File: src/rtl/pwm_cmd_pkg.sv
// Shared definitions for the PWM command driver: command word layout, opcodes
// and the duty clamp used by the decoder.
package pwm_cmd_pkg;

  localparam int unsigned NUM_CH = 4;
  localparam int unsigned CH_MSB = 15;
  localparam int unsigned CH_LSB = 14;
  localparam int unsigned OP_MSB = 13;
  localparam int unsigned OP_LSB = 12;
  localparam int unsigned ARG_W  = 12;
  // One extra bit so a duty of exactly PERIOD (up to 4096) is representable.
  localparam int unsigned DUTY_W = ARG_W + 1;

  typedef enum logic [1:0] {
    OP_SET_DUTY = 2'b00,
    OP_SET_DIR  = 2'b01,
    OP_STOP_ALL = 2'b10,
    OP_RSVD     = 2'b11
  } op_e;

  function automatic logic [DUTY_W-1:0] clamp_duty(input logic [ARG_W-1:0]  arg,
                                                   input logic [DUTY_W-1:0] period);
    logic [DUTY_W-1:0] a;
    a = {1'b0, arg};
    return (a > period) ? period : a;
  endfunction

endpackage

File: src/rtl/pwm_channel.sv
// One PWM channel: shadow/active duty pair with boundary load, global clear,
// and a registered compare against the shared period counter.
module pwm_channel
  import pwm_cmd_pkg::*;
(
  input  logic              clk,
  input  logic              rst,
  input  logic              load_i,
  input  logic              clear_i,
  input  logic              set_i,
  input  logic [DUTY_W-1:0] duty_i,
  input  logic [DUTY_W-1:0] cnt_i,
  output logic              pwm_o
);

  logic [DUTY_W-1:0] shadow_q, shadow_d;
  logic [DUTY_W-1:0] active_q, active_d;
  logic              pwm_q, pwm_d;

  // Clear overrides both the boundary load and a same-cycle shadow write.
  always_comb begin
    shadow_d = shadow_q;
    active_d = active_q;
    if (load_i) active_d = shadow_q;
    if (set_i)  shadow_d = duty_i;
    if (clear_i) begin
      shadow_d = '0;
      active_d = '0;
    end
    pwm_d = (cnt_i < active_q);
  end

  always_ff @(posedge clk) begin
    if (rst) begin
      shadow_q <= '0;
      active_q <= '0;
      pwm_q    <= 1'b0;
    end else begin
      shadow_q <= shadow_d;
      active_q <= active_d;
      pwm_q    <= pwm_d;
    end
  end

  assign pwm_o = pwm_q;

endmodule

File: src/rtl/pwm_cmd_driver.sv
// Command-word driven 4-channel PWM generator: handshake/decode, prescaler,
// period counter and command watchdog; per-channel duty logic lives in pwm_channel.
module pwm_cmd_driver
  import pwm_cmd_pkg::*;
#(
  parameter int unsigned PRESCALE = 100,
  parameter int unsigned PERIOD   = 4000,
  parameter int unsigned TIMEOUT  = 5_000_000
) (
  input  logic        clk,
  input  logic        rst,
  input  logic [15:0] cmd_data,
  input  logic        cmd_valid,
  output logic        cmd_rdy,
  output logic [3:0]  pwm_out,
  output logic [3:0]  dir_out,
  output logic        timeout_flag
);

  localparam int unsigned PW = (PRESCALE > 1) ? $clog2(PRESCALE) : 1;
  localparam int unsigned WW = $clog2(TIMEOUT + 1);
  localparam logic [PW-1:0]     PRE_LAST = PW'(PRESCALE - 1);
  localparam logic [DUTY_W-1:0] CNT_LAST = DUTY_W'(PERIOD - 1);
  localparam logic [DUTY_W-1:0] PERIOD_D = DUTY_W'(PERIOD);
  localparam logic [WW-1:0]     WD_LAST  = WW'(TIMEOUT - 1);
  localparam logic [WW-1:0]     WD_MAX   = WW'(TIMEOUT);

  logic [PW-1:0]     presc_q, presc_d;
  logic [DUTY_W-1:0] cnt_q, cnt_d;
  logic [WW-1:0]     wd_q, wd_d;
  logic              flag_q, flag_d;
  logic [3:0]        dir_q, dir_d;
  logic              rdy_q, rdy_d;

  logic              accept, tick, wrap, trip, clear_all;
  op_e               op;
  logic [1:0]        ch;
  logic [ARG_W-1:0]  arg;
  logic [DUTY_W-1:0] duty_arg;
  logic [NUM_CH-1:0] set_duty;

  always_comb begin
    accept    = cmd_valid & rdy_q;
    op        = op_e'(cmd_data[OP_MSB:OP_LSB]);
    ch        = cmd_data[CH_MSB:CH_LSB];
    arg       = cmd_data[ARG_W-1:0];
    duty_arg  = clamp_duty(arg, PERIOD_D);
    tick      = (presc_q == PRE_LAST);
    wrap      = tick && (cnt_q == CNT_LAST);
    // An accept in the trip cycle suppresses the trip.
    trip      = !accept && (wd_q == WD_LAST);
    clear_all = trip || (accept && op == OP_STOP_ALL);

    presc_d = tick ? '0 : presc_q + 1'b1;
    cnt_d   = cnt_q;
    if (tick) cnt_d = wrap ? '0 : cnt_q + 1'b1;

    wd_d   = accept ? '0 : ((wd_q == WD_MAX) ? wd_q : wd_q + 1'b1);
    flag_d = accept ? 1'b0 : (trip ? 1'b1 : flag_q);

    dir_d = dir_q;
    if (accept && op == OP_SET_DIR) dir_d[ch] = arg[0];

    set_duty = '0;
    for (int unsigned i = 0; i < NUM_CH; i++) begin
      set_duty[i] = accept && (op == OP_SET_DUTY) && (ch == 2'(i));
    end

    rdy_d = 1'b1;
  end

  always_ff @(posedge clk) begin
    if (rst) begin
      presc_q <= '0;
      cnt_q   <= '0;
      wd_q    <= '0;
      flag_q  <= 1'b0;
      dir_q   <= '0;
      rdy_q   <= 1'b0;
    end else begin
      presc_q <= presc_d;
      cnt_q   <= cnt_d;
      wd_q    <= wd_d;
      flag_q  <= flag_d;
      dir_q   <= dir_d;
      rdy_q   <= rdy_d;
    end
  end

  for (genvar g = 0; g < NUM_CH; g++) begin : g_ch
    pwm_channel u_ch (
      .clk     (clk),
      .rst     (rst),
      .load_i  (wrap),
      .clear_i (clear_all),
      .set_i   (set_duty[g]),
      .duty_i  (duty_arg),
      .cnt_i   (cnt_q),
      .pwm_o   (pwm_out[g])
    );
  end

  assign cmd_rdy      = rdy_q;
  assign dir_out      = dir_q;
  assign timeout_flag = flag_q;

endmodule

File: config.mk
export PLATFORM = sky130hd
export DESIGN_NAME = pwm_cmd_driver
export DESIGN_NICKNAME = d
export VERILOG_FILES = /design/src/rtl/pwm_cmd_pkg.sv /design/src/rtl/pwm_channel.sv /design/src/rtl/pwm_cmd_driver.sv
export SDC_FILE = /design/constraint.sdc
export NUM_CORES = 1
export LEC_CHECK = 0
export ABC_AREA = 1
export CELL_PAD_IN_SITES_DETAIL_PLACEMENT = 1
export CELL_PAD_IN_SITES_GLOBAL_PLACEMENT = 1
export CORE_MARGIN = 2
export CORE_UTILIZATION = 48
export DETAILED_ROUTE_END_ITERATION = 10
export GPL_TIMING_DRIVEN = 0
export HOLD_SLACK_MARGIN = 0.03
export PLACE_DENSITY_LB_ADDON = 0.1
export SETUP_SLACK_MARGIN = 0.1
export SLEW_MARGIN = 20
export SYNTH_ARGS = -nofsm -noshare
export SYNTH_HDL_FRONTEND = slang
export SYNTH_SLANG_ARGS = --single-unit
File: constraint.sdc
create_clock -name clk -period 4.2 [get_ports clk]
set_clock_uncertainty 0.15 [all_clocks]
set_input_delay 0.84 -clock clk [delete_from_list [all_inputs] [get_ports clk]]
set_output_delay 0.84 -clock clk [all_outputs]
set_load 0.1 [all_outputs]
==> flow_summary.ini, run 1 <==
[outcome]
outcome = finished, final reports clean

[pwr]
p_leak_uw = 0.003491
power_density_nw_per_um2 = 363.0
max-vdd-ir-drop_mv = 0.3046
finalPower_uw = 3160

[sta]
setup_tns_ps = 0
whs_ps = 302.7
period_needed_ps = 2944
worst_pin_slew_ps = 1054
rsz0062_at_grt = no
slew_headroom_pct = 29.01
fin_crit_sh_pct = 70.10
maxSlewViolCount = 0
hold_violations = 0
setup_viol = 0
fmax_ghz = 0.3397

[global_route]
antenna_found_initial = 0
grtUsageTotal_pct = 28.04
first_global_vias = 7185
grt_pass1_wl_microns = 36500
gr-total-overflow = 0
grt_max_degree = 17

[logic_synthesis]
ys_types = 36
synth_area_sq_um = 7569
synth_edf_count = 0
seq_area_frac_synth_pct = 39.41
synth.most_common_cell = nand2_1
syn_nets = 1158
synthTopCellsByArea = dfxtp_1 39%, nand2_1 13%, ha_1 7.9%, a21oi_1 7.9%, nor2_1 6.9%
synth_ff_type = dfxtp_1
synth.avg_cell_area_sq_um = 6.937
async_flop_share_pct = 0
synth_top_area_share_pct = 39.41
ys_ff_latch = 149
yosysTopAreaCell = dfxtp_1
netlist_instances = 1091
ys.warnings.count = 0
synth_common_cells = 270 x nand2_1, 149 x dfxtp_1, 140 x nor2_1

[clock_network]
clkSinkCount = 149
cts_root_buffer = clkbuf_16
cts_buffers = 17
cts_resized = 0
hold_buffers = 0
htreeDepth = 4
cts.path.max_buffers = 2
post-cts-setup-buffer-count = 0
clk_pin_slew_ps = 60
insertion_delay_ps = 430
cts_tree = yes

[floorplan]
die_h_microns = 129.6
core_sq_um = 15310
start_util_pct = 49.42
die_w_microns = 129.6
fp-row-count = 45
ioPinCount = 29
die-area_sq_um = 16790

[routing]
drc = 0
wl_met3_microns = 677
dr_wl_met2_microns = 10550
ant_nets = 0
wl_microns = 22480
drt-wirelength-per-cell_microns = 16.54
drtIter0Drc = 419
vias = 7163
top_layer = met4
met1Wirelength_microns = 10900
routed_via_density = 5.271
firstDrtPassIters = 5

[final_layout]
num-nets-final = 1203
layout.cells.non_filler = 1359
finish.utilization_pct = 56.85
drive_gt1_share_pct = 8.188
syn_to_final_growth_pct = 15.03
antenna_cells = 0
fillCellCount = 2023

[placement]
hpwlAfterDp_microns = 16430
dp.cells = 1328
place_congestion = 0.8375
port_buffers = 26

[critical_path]
cp_max_fo = 1
cp-start-kind = flop
critPathRequiredTime_ps = 3210
criticalPathCategory = reg -> out
end_kind = primary output
worstPathArrival_ps = 1950

[flow_run]
maxCapViolCount = 0

[hold_path]
hp-class = reg -> reg
[cells by family after synthesis]
| group | synth area share, % |
|---|---|
| AOI/OAI and AO/OA | 11.41 |
| xor gates and xnor gates | 0.4630 |
| adders and majority gates | 7.935 |
| buffers and inverters | 10.23 |
| DFF | 39.41 |
| and+or+nand+nor | 30.55 |
[metrics by stage]
| step | area, sq um | setup WS (ps) |
|---|---|---|
| after floorplan | 7569 | 1988 |
| after global placement | 8093 | 1291 |
| after detailed placement | 8093 | 1287 |
| after CTS | 8706 | 1237 |
| after global routing | 8706 | 1216 |
| final | 8706 | 1256 |
[metal layers]
layer / vias up / GRT usage, %
met5: - / 0
met4: 0 / 7.590
met3: 24 / 5.656
met2: 117 / 46.20
met1: 3459 / 37.55
li1: 3563 / -
[power by group]
| part | internal [uW] | total, uW | switching (uW) |
|---|---|---|---|
| combinational | 37.7 | 125 | 87.3 |
| clock | 957 | 1610 | 648 |
| sequential | 1420 | 1430 | 8.14 |
| total | 2420 | 3160 | 743 |
[final timing paths]
path	end	slack (ps)	from	cells past startpoint
worst max-delay path	pwm_out[1]	1260	g_ch[1].u_ch.pwm_o$_SDFF_PP0_	2
worst min register to register	presc_q[0]$_SDFF_PP0_	300	presc_q[0]$_SDFF_PP0_	1
worst max register to register	g_ch[3].u_ch.active_q[4]$_SDFFE_PP0P_	1960	cnt_q[1]$_SDFFE_PP0P_	9
worst min-delay path	presc_q[0]$_SDFF_PP0_	300	presc_q[0]$_SDFF_PP0_	1
[registers in the layout, indices dropped and copies added, names as in the netlist]
signal	count
g_ch.u_ch.pwm_o	4
timeout_flag	1
cmd_rdy	1
presc_q	7
cnt_q	13
wd_q	23
g_ch.u_ch.active_q	48
dir_out	4
g_ch.u_ch.shadow_q	48
[layout by cell type, fill, tap and decap left out, types with 15 or more instances in the layout]
master / Yosys / layout
nand2_1: 270 / 270
dfxtp_1: 149 / 149
nor2_1: 140 / 140
inv_1: 137 / 137
a21oi_1: 119 / 119
nand3_1: 77 / 77
ha_1: 48 / 48
clkdlybuf4s50_1: 0 / 26
o21ai_0: 22 / 22
clkbuf_16: 0 / 17
buf_2: 16 / 16
nor3_1: 16 / 16
nand4_1: 15 / 15
[critical path, cell delays in order (launching register included)]
cell and delay, ps:
dfxtp_1 310, buf_4 90, clkdlybuf4s50_1 1120
[cell type report]
cell class / count / area (sq um) / share of cell area [%]
plain buffers: 42 / 241.5 / 2.774
clock buffers: 18 / 439.2 / 5.045
clock inverters: 13 / 173.9 / 1.998
inverters: 142 / 533.0 / 6.122
multi-input cells: 758 / 3811 / 43.78
flip-flops and latches: 149 / 2983 / 34.26
well taps: 211 / 264.0 / 3.032
repair buffers: 26 / 260.3 / 2.989
Power figures use the tool's default switching activity.
==> inputs of run 2 (changes only) <==
Settings changed: CORE_UTILIZATION 48 to 40.
Clock period 4.2 ns to 2.6 ns, I/O delays scaled along.
==> run 2 against run 1 <==
Effect of this change:
- flip-flop and latch count is the same
- highest routed layer unchanged
- critical path depth is the same
- register-to-register slack worse by 1500 ps
- worst setup slack worse by 990 ps
- critical endpoint unchanged
- first-iteration DRC count is 32% lower
- count of clock-buffer cells in the layout rose by 1
- core utilization fell by 10 points
- design area fell by 0.34%
- sequential power grew 62%
- clock power up 48%
==> flow_summary.ini, run 2 (synthesized netlist as in run 1, its figures left out) <==
[critical_path]
reg2reg_from = cnt_q[1]$_SDFFE_PP0P_
worstPathArrival_ps = 1660
r2r_slack_ps = 470
r2r-end = g_ch[3].u_ch.active_q[4]$_SDFFE_PP0P_
cp_top_family = buffers and inverters
end_kind = primary output
max_stage_delay_ps = 840
cp_max_fo = 1
criticalPathCategory = reg -> out
crit_buf_inv = 2
critPathRequiredTime_ps = 1930
cp-start-kind = flop
slowest_stage = dlygate4sd2_1
reg2regPathDepth = 9
path_cells = buf_4 -> dlygate4sd2_1

[placement]
hpwlAfterDp_microns = 16290
place_congestion = 0.7948
port_buffers = 26
post-place-ws_ps = -67.14
place_area_sq_um = 8122

[final_layout]
syn_to_final_growth_pct = 14.63
finish.utilization_pct = 46.54
design_area_sq_um = 8676
reg_top3 = g_ch.u_ch.active_q (48), g_ch.u_ch.shadow_q (48), wd_q (23)
layout_commonest_cell = nand2_1
fillCellCount = 2450
antenna_cells = 0
layout_common_cells = 270 x nand2_1, 149 x dfxtp_1, 140 x nor2_1, 137 x inv_1, 119 x a21oi_1
drive_gt1_share_pct = 8.181
multiInputGateArea_sq_um = 3811
num-nets-final = 1203
regArea_sq_um = 2983

[clock_network]
insertion_delay_ps = 430
clkSinkCount = 149
htreeDepth = 4
cts_root_buffer = clkbuf_16
clk_pin_slew_ps = 60
cts.path.max_buffers = 2
post-cts-setup-buffer-count = 0
cts_buffers = 17
cts_resized = 10
hold_buffers = 0
cts_tree = yes

[floorplan]
core_sq_um = 18640
ioPinCount = 29
start_util_pct = 40.60
die_h_microns = 141.6
die_w_microns = 141.6
die-area_sq_um = 20040
fp-row-count = 50

[pwr]
p_leak_uw = 0.003516
power_density_nw_per_um2 = 564.7
max-vdd-ir-drop_mv = 0.4201

[sta]
rsz0062_at_grt = no
fmax_ghz = 0.4288
setup_viol = 0
fin_crit_sh_pct = 89.69
period_needed_ps = 2332
timing.final.ws_setup_ps = 268.0
worst_pin_slew_ps = 1015
slew_headroom_pct = 31.64
whs_ps = 301.1
hold_violations = 0
maxSlewViolCount = 0

[hold_path]
hold_depth = 1
hp-class = reg -> reg
worstHoldStart = presc_q[0]$_SDFF_PP0_
holdPathEnd = presc_q[0]$_SDFF_PP0_

[global_route]
grt_max_degree = 17
grt_pass1_wl_microns = 35840
first_global_vias = 6815
grtUsageTotal_pct = 22.89
antenna_found_initial = 0
gr-total-overflow = 0

[routing]
wl_microns = 21550
routed_via_density = 4.995
drtIter0Drc = 283
ant_nets = 0
drt-wirelength-per-cell_microns = 15.58
vias = 6908
drc = 0
firstDrtPassIters = 4

[flow_run]
maxCapViolCount = 0

[outcome]
outcome = finished, final reports clean
-- run 2: changes by cell type in the layout (fill, tap and decap cells not counted) --
cell             previous run  this run
clkbuf_1                   13        14
dlygate4sd2_1               0        10
clkinv_4                    3         4
clkinv_2                    0         2
clkdlybuf4s50_1            26        16
inv_6                       4         3
bufinv_16                   3         1
-- run 2: worst max path at each step --
stage | start | end | slack (ps) | cells after the start
final | g_ch[1].u_ch.pwm_o$_SDFF_PP0_ | pwm_out[1] | 270 | 2
after global routing | g_ch[2].u_ch.pwm_o$_SDFF_PP0_ | pwm_out[2] | 210 | 2
after CTS | g_ch[1].u_ch.pwm_o$_SDFF_PP0_ | pwm_out[1] | 240 | 2
after detailed placement | cmd_data[7] | g_ch[0].u_ch.shadow_q[6]$_SDFFE_PP0P_ | -70 | 6
after global placement | cmd_data[7] | g_ch[0].u_ch.shadow_q[6]$_SDFFE_PP0P_ | -30 | 6
after floorplan | cmd_rdy$_DFF_P_ | g_ch[0].u_ch.shadow_q[0]$_SDFFE_PP0P_ | 390 | 7
-- run 2: worst reg2reg max path: cells and delay by family (launching register included) --
family                   cells  cell delay, ps
AND/OR/NAND/NOR              5             630
buffers and inverters        2             370
adder cells (fa/ha/maj)      1             250
AO/OA/AOI/OAI                1              70
flip-flops                   1             540
-- run 2: final cells by class --
cell class	count	share of cell area, %
multi-input combinational	758	43.93
sequential	149	34.38
inverter	142	6.144
clock buffer	19	5.105
tap	234	3.375
timing repair buffer	26	2.855
buffer	42	2.783
clock inverter	13	1.428
-- run 2: where the power goes --
group | leakage, uW | switching [uW] | total, uW | internal (uW)
Combinational | 0.00204 | 141 | 201 | 60.2
Sequential | 0.00120 | 13.0 | 2310 | 2300
Clock | 0.000270 | 1040 | 2390 | 1350
Total | 0.00352 | 1190 | 4900 | 3710
-- run 2: layer usage --
metal | share of wire (%) | vias to the layer above | global-route usage, %
li1 | - | 3564 | -
met1 | 52 | 3258 | 33.24
met2 | 44 | 73 | 35.28
met3 | 3.1 | 13 | 3.915
met4 | 0.94 | 0 | 5.789
met5 | 0 | - | 0
-- run 2: through the flow --
stage	power (uW)	TNS (ps)	instances
after floorplan	2470	0	1091
after CTS	4955	0	1383
after detailed placement	2565	-205.7	1351
final	4899	0	1383
after global routing	5060	0	1383
after global placement	2562	-92.86	1351
